$ cat config.mk
export PLATFORM = sky130hd
export DESIGN_NAME = rx_unescape
export DESIGN_NICKNAME = d
export VERILOG_FILES = /design/src/rtl/uart_pkg.sv /design/src/rtl/rx_unescape.sv
export SDC_FILE = /design/constraint.sdc
export NUM_CORES = 1
export LEC_CHECK = 0
export CORE_UTILIZATION = 45
export DETAILED_ROUTE_END_ITERATION = 7
export PLACE_DENSITY = 0.83
export SETUP_SLACK_MARGIN = 0.4
export SLEW_MARGIN = 20
export SYNTH_ARGS = -nofsm -noshare
export SYNTH_HDL_FRONTEND = slang
export SYNTH_SLANG_ARGS = --single-unit
$ cat constraint.sdc
create_clock -name CLK_I -period 3.1 [get_ports CLK_I]
set_input_delay 0.31 -clock CLK_I [delete_from_list [all_inputs] [get_ports CLK_I]]
set_output_delay 0.31 -clock CLK_I [all_outputs]
set_load 0.01 [all_outputs]
$ cat src/rtl/uart_pkg.sv
// Shared UART definitions, used by the RX unescaper and the TX escaper.
//
// Contents:
//   ESC_DEFAULT  - default escape byte value
//   esc_state_e  - escape-decoder state encoding
//   is_esc_byte  - compare a byte against the active escape value
package uart_pkg;

  localparam logic [7:0] ESC_DEFAULT = 8'hB1;

  typedef enum logic {
    IDLE     = 1'b0,
    ESC_SEEN = 1'b1
  } esc_state_e;

  function automatic logic is_esc_byte(input logic [7:0] b, input logic [7:0] esc);
    return (b == esc);
  endfunction

endpackage

$ cat src/rtl/rx_unescape.sv
// rx_unescape - splits a UART-RX byte stream into data bytes and commands.
//
// An ESC byte introduces a two-byte sequence: ESC ESC is a literal ESC data
// byte, ESC <other> is a command. Data goes to a one-entry buffer read by the
// TAP; commands bypass the buffer and are strobed for one cycle.
//
// Optional feature: define RX_UNESCAPE_TIMEOUT_EN to abandon a pending ESC
// after TIMEOUT_CYCLES cycles without a received byte.
//
// Parameters:
//   ESC             escape byte value
//   TIMEOUT_CYCLES  idle cycles after ESC before giving up (timeout build only)
//
// Ports:
//   CLK_I           clock, rising edge
//   RST_I           synchronous active-high reset
//   RX_DATA_I       byte from UART-RX
//   RX_VALID_I      one-cycle strobe per received byte
//   DATA_REC_O      unescaped data byte
//   DATA_VALID_O    DATA_REC_O holds an unread byte
//   READ_I          consumer takes the held byte
//   COMMAND_O       last received command byte
//   CMD_VALID_O     one-cycle command strobe
//   ESC_DETECTED_O  high while an ESC is pending
//   OVERRUN_O       one-cycle pulse when a data byte is dropped
//   TIMEOUT_O       one-cycle pulse when a pending ESC times out
//
// State table:
//   state    | meaning
//   IDLE     | no escape pending; plain bytes are data
//   ESC_SEEN | ESC received; next byte is a literal ESC or a command
module rx_unescape
  import uart_pkg::*;
#(
  parameter logic [7:0] ESC            = ESC_DEFAULT,
  parameter int         TIMEOUT_CYCLES = 1024
) (
  input  logic       CLK_I,
  input  logic       RST_I,
  input  logic [7:0] RX_DATA_I,
  input  logic       RX_VALID_I,
  output logic [7:0] DATA_REC_O,
  output logic       DATA_VALID_O,
  input  logic       READ_I,
  output logic [7:0] COMMAND_O,
  output logic       CMD_VALID_O,
  output logic       ESC_DETECTED_O,
  output logic       OVERRUN_O,
  output logic       TIMEOUT_O
);

  if (TIMEOUT_CYCLES < 1) begin : g_bad_timeout
    $error("rx_unescape: TIMEOUT_CYCLES must be at least 1");
  end

  esc_state_e state_q, state_d;
  logic       rx_is_esc;
  logic       data_take;
  logic       cmd_take;
  logic       tmo_fire;

  assign rx_is_esc = is_esc_byte(RX_DATA_I, ESC);

`ifdef RX_UNESCAPE_TIMEOUT_EN
  // Counter holds the number of idle cycles already spent in ESC_SEEN.
  localparam int CNT_W = (TIMEOUT_CYCLES > 1) ? $clog2(TIMEOUT_CYCLES) : 1;
  localparam logic [CNT_W-1:0] CNT_LAST = CNT_W'(TIMEOUT_CYCLES - 1);

  logic [CNT_W-1:0] tmo_cnt_q;
`endif

  always_ff @(posedge CLK_I) begin
    if (RST_I) begin
      state_q <= IDLE;
    end else begin
      state_q <= state_d;
    end
  end

  always_comb begin
    state_d   = state_q;
    data_take = 1'b0;
    cmd_take  = 1'b0;
    tmo_fire  = 1'b0;
    case (state_q)
      IDLE: begin
        if (RX_VALID_I) begin
          if (rx_is_esc) begin
            state_d = ESC_SEEN;
          end else begin
            data_take = 1'b1;
          end
        end
      end
      ESC_SEEN: begin
        // A byte arriving on the expiry cycle wins over the timeout.
        if (RX_VALID_I) begin
          state_d = IDLE;
          if (rx_is_esc) begin
            data_take = 1'b1;
          end else begin
            cmd_take = 1'b1;
          end
        end
`ifdef RX_UNESCAPE_TIMEOUT_EN
        else if (tmo_cnt_q == CNT_LAST) begin
          state_d  = IDLE;
          tmo_fire = 1'b1;
        end
`endif
      end
      default: begin
        state_d = IDLE;
      end
    endcase
  end

  assign ESC_DETECTED_O = (state_q == ESC_SEEN);

  // One-entry data buffer. A coincident read frees the slot for the new
  // byte; otherwise a byte arriving into a full buffer is dropped.
  always_ff @(posedge CLK_I) begin
    if (RST_I) begin
      DATA_REC_O   <= 8'h00;
      DATA_VALID_O <= 1'b0;
      OVERRUN_O    <= 1'b0;
    end else begin
      OVERRUN_O <= 1'b0;
      if (data_take) begin
        if (!DATA_VALID_O || READ_I) begin
          DATA_REC_O   <= RX_DATA_I;
          DATA_VALID_O <= 1'b1;
        end else begin
          OVERRUN_O <= 1'b1;
        end
      end else if (DATA_VALID_O && READ_I) begin
        DATA_VALID_O <= 1'b0;
      end
    end
  end

  always_ff @(posedge CLK_I) begin
    if (RST_I) begin
      COMMAND_O   <= 8'h00;
      CMD_VALID_O <= 1'b0;
    end else begin
      CMD_VALID_O <= cmd_take;
      if (cmd_take) begin
        COMMAND_O <= RX_DATA_I;
      end
    end
  end

`ifdef RX_UNESCAPE_TIMEOUT_EN
  always_ff @(posedge CLK_I) begin
    if (RST_I) begin
      tmo_cnt_q <= '0;
      TIMEOUT_O <= 1'b0;
    end else begin
      TIMEOUT_O <= tmo_fire;
      if (state_q == ESC_SEEN && !RX_VALID_I && !tmo_fire) begin
        tmo_cnt_q <= tmo_cnt_q + 1'b1;
      end else begin
        tmo_cnt_q <= '0;
      end
    end
  end
`else
  assign TIMEOUT_O = 1'b0;
`endif

endmodule

**Word level (Yosys, flattened, before mapping)**

Index checks and enable logic that the tools add are counted.

- Register bits after elaboration: 20
- Input port bits: 12
- Output and inout bits: 21
- Logic and storage cells: 29

- Equal/unequal tests: 2
- Muxes and demuxes: 12
- Bitwise logic cells: 2
- Reduce and logical (&&, ||, !) cells: 7

Operators with widths:

| operator | number |
|---|---|
| 1-bit 2-to-1 mux | 10 |
| 8-bit equality test, second input constant | 1 |
| 1-bit case mux with 2 select lines | 2 |
| 2-bit AND reduction | 2 |
| 2-bit by 1-bit != test with 1-bit output, second input constant | 1 |
| 1-bit NOT | 2 |
| 2-bit nonzero test | 1 |
| 2-bit OR reduction | 1 |
| 1-bit logical AND | 1 |
| 1-bit zero test | 1 |
| 1-bit logical OR | 1 |

**Depth between registers and ports, before layout**

- Word-level depth: 6
- Mapped depth: 5
- Gate-level depth less buffers: 4

**Worst setup path after synthesis**

No wires, ideal clock.

- Path type: input to register
- Start point: input port RX_DATA_I[2]
- End point: register DATA_REC_O[0]
- Setup time: 0.072 ns
- Arrival time: 1.280 ns
- Data required time: 3.028 ns
- Setup slack: 1.748 ns
- Stages on the path: 5
- Cell sequence: and4bb_4 -> a21oi_1 -> and4b_1 -> buf_6 -> mux2i_1

- Longest elaborated chain between the ends: 5

Ends and longest elaborated chain:

| item | line | RTL |
|---|---|---|
| from (decl) | rx_unescape.sv:40 | `input logic [7:0] RX_DATA_I,` |
| 8-bit equality test * | uart_pkg.sv:17 | `return (b == esc);` |
| 1-bit 2-to-1 mux (on tied branches) | rx_unescape.sv:99, rx_unescape.sv:88 |  |
| 1-bit 2-to-1 mux (on tied branches) | rx_unescape.sv:97, rx_unescape.sv:87 |  |
| 1-bit case mux with 2 select lines * | rx_unescape.sv:85 | `case (state_q)` |
| 2-bit AND reduction (no line) * | -- |  |
| to (signal assigned) | rx_unescape.sv:124 | `DATA_REC_O <= 8'h00;` |
| to (signal assigned) | rx_unescape.sv:131 | `DATA_REC_O <= RX_DATA_I;` |
| to (decl) | rx_unescape.sv:42 | `output logic [7:0] DATA_REC_O,` |

Mark *: on every way between the ends. The rest lies on a longest branch, timed or not.
A chain may end at the register's enable or synchronous reset.

**Worst setup path after layout**

- Start point: input port RX_DATA_I[2]
- End point: register DATA_REC_O[1]

Same word-level chain as after synthesis.

==> flow_metrics.tcl <==
set metrics [dict create \
    fin_ws_ps 1340 \
    hold_end "DATA_REC_O[2]$_SDFFE_PP0P_" \
    tightest_slew_ps 739 \
    cp_max_fo 8 \
    cts_tree "built" \
    drt-total-wl_um 1730 \
    cts_setup_buffers 0 \
    reg2reg_to "DATA_REC_O[1]$_SDFFE_PP0P_" \
    clock_latency_ps 310 \
    nets 127 \
    place_inst 135 \
    die_x_um 45.8 \
    drv_slew 0 \
    clock_skew_ps 10.3 \
    n_fill_cell 159 \
    wire_per_inst_um 12.4 \
    dp_slack_ps 1040 \
    cp-start-kind "input port" \
    maxSlewHeadroom_pct 50.6 \
    r2r_slack_ps 1740 \
    rsz0062_at_grt "no" \
    place.gp.congestion 0.847 \
    clock_tree.buffer_depth 2 \
    grt_pass1_wl_um 2650 \
    fmax_mhz 568 \
    min_period_ps 1760 \
    drt-initial-drc-count 8 \
    diodes 0 \
    drtPass1Iterations 4 \
    die-area_um2 2100 \
    stdcell_count 139 \
    hp-class "reg2reg" \
    syn_to_final_growth_pct 42.2 \
    multi_input_area_um2 429 \
    reg2regPathDepth 4 \
    cap_violations 0 \
    cts_root_buf "clkbuf_4" \
    cellLeakagePower_nw 0.439 \
    drive_gt1_share_pct 6.14 \
    htree_levels 1 \
    initial_utilization_pct 48.9 \
    tns_ps 0 \
    final-hold-violation-count 0 \
    die_y_um 45.8 \
    viasPerCell 4.70 \
    grt.total_usage_pct 18.0 \
    antenna_found_initial 0 \
    cts_resized 0 \
    cts-hold-fix-buffers 0 \
    finalSetupViolations 0 \
    period_share_pct 56.8 \
    crit_type "in2reg" \
    seq_area_um2 400 \
    num_rows 15 \
    grt.overflow.total 0 \
    portBuffers 31 \
    grt_pass1_vias 617 \
    hold_path_depth 2 \
    synthDistinctLibCells 21 \
    drtAntennaViolNets 0 \
    endpoint_kind "register" \
    cts_sinks 20 \
    synth.avg_cell_area_um2 10.3 \
    ys_warn_count 0 \
    min_from "DATA_REC_O[2]$_SDFFE_PP0P_" \
    reg2reg_from "ESC_DETECTED_O$_SDFF_PP0_" \
    routed-via-count 653 \
    synth_fp_nets 96 \
    drc 0 \
    pwr_density_cell_nw_per_um2 447 \
    cp_data_arrival_time_ps 2010 \
    status "completed" \
    io_pins 33 \
    ir_drop_uv 301 \
    yosysSeqAreaShare_pct 46.4 \
    ys_seq_elements 20 \
    syn_area_um2 863 \
    grt_max_degree 29 \
    numCtsBuffers 3 \
    placeableCoreArea_um2 1760 \
    synthCells 84 \
    path_clk_slew_ps 120 \
    critPathRequiredTime_ps 3350 \
]
==> per-layer routing <==
| layer | GRT usage (%) | wire length (um) |
|---|---|---|
| met4 | 8.82 | 24 |
| met1 | 22.2 | 781 |
| met2 | 29.7 | 834 |
| met5 | 0 | 0 |
| met3 | 3.57 | 85 |
==> placed cells by master (no fill, tap or decap) <==
master,count
mux2i_1,16
clkbuf_4,3
a21oi_4,1
clkdlybuf4s50_1,31
nand4_1,1
nor3_1,1
nand2_1,2
o22ai_1,1
dfxtp_1,20
bufinv_16,1
inv_1,1
nand3_1,1
nor2_1,8
or2b_1,2
and4b_1,1
nor2b_1,1
xnor2_1,1
conb_1,1
nand2b_1,17
and4bb_4,2
a21oi_1,2
==> cell usage after synthesis <==
cell type / number / area [um^2]
dfxtp_1: 20 / 400
nand2b_1: 17 / 106
mux2i_1: 16 / 160
nor2_1: 8 / 30.0
clkbuf_1: 3 / 11.3
a21oi_1: 2 / 10.0
and4bb_4: 2 / 32.5
nand2_1: 2 / 7.51
or2b_1: 2 / 15.0
a21oi_4: 1 / 16.3
and4b_1: 1 / 10.0
buf_4: 1 / 7.51
buf_6: 1 / 11.3
conb_1: 1 / 3.75
inv_1: 1 / 3.75
nand3_1: 1 / 5.00
nand4_1: 1 / 6.26
nor2b_1: 1 / 6.26
nor3_1: 1 / 5.00
o22ai_1: 1 / 6.26
xnor2_1: 1 / 8.76
==> state kept, by name, indices dropped and copies added, names as in the netlist <==
signal	cells
COMMAND_O	8
DATA_REC_O	8
CMD_VALID_O	1
DATA_VALID_O	1
ESC_DETECTED_O	1
OVERRUN_O	1
==> where the power goes <==
part | switching, mW | internal, mW | total [mW]
clock | 0.0814 | 0.131 | 0.212
sequential | 0.00404 | 0.265 | 0.269
combinational | 0.0272 | 0.0398 | 0.0670
==> worst max path at each step <==
stage                             from                          to  slack, ps  depth (start not counted)
after floorplan           RX_DATA_I[2]  DATA_REC_O[0]$_SDFFE_PP0P_       1750                          5
after global placement    RX_DATA_I[2]  DATA_REC_O[6]$_SDFFE_PP0P_       1040                          5
after detailed placement  RX_DATA_I[2]  DATA_REC_O[1]$_SDFFE_PP0P_       1040                          5
after CTS                 RX_DATA_I[2]  DATA_REC_O[1]$_SDFFE_PP0P_       1360                          5
after global routing      RX_DATA_I[0]  DATA_REC_O[6]$_SDFFE_PP0P_       1230                          5
final                     RX_DATA_I[2]  DATA_REC_O[1]$_SDFFE_PP0P_       1340                          5
==> per-stage QoR <==
stage	cell area [um^2]	utilization, %	total power [mW]	hold WS [ps]
after global placement	1170	66.6	0.341	464
final	1230	69.6	0.549	483
after floorplan	863	-	0.308	457
after global routing	1230	69.6	0.564	511
after detailed placement	1170	66.6	0.342	461
after CTS	1230	69.6	0.552	485
==> kinds of logic after synthesis <==
kind of cell / Yosys count / synth area share (%)
muxes: 16 / 18.6
DFF: 20 / 46.4
xor gates and xnor gates: 1 / 1.01
other: 1 / 0.434
and+or+nand+nor: 36 / 25.9
AOI/OAI and AO/OA: 4 / 3.77
buffers and inverters: 6 / 3.91
==> worst max-delay path, cell delays in order <==
cell             delay, ps
clkdlybuf4s50_1        450
and4bb_4               400
a21oi_1                 70
and4b_1                540
mux2i_1                240
==> cell type report <==
cell class | count | share of cell area, %
timing repair buffer | 31 | 25.3
multi-input combinational | 58 | 35.0
clock buffer | 3 | 1.83
tap | 25 | 2.55
clock inverter | 1 | 2.45
inverter | 1 | 0.306
sequential | 20 | 32.6
No activity file was read; power rests on OpenSTA's default activity.
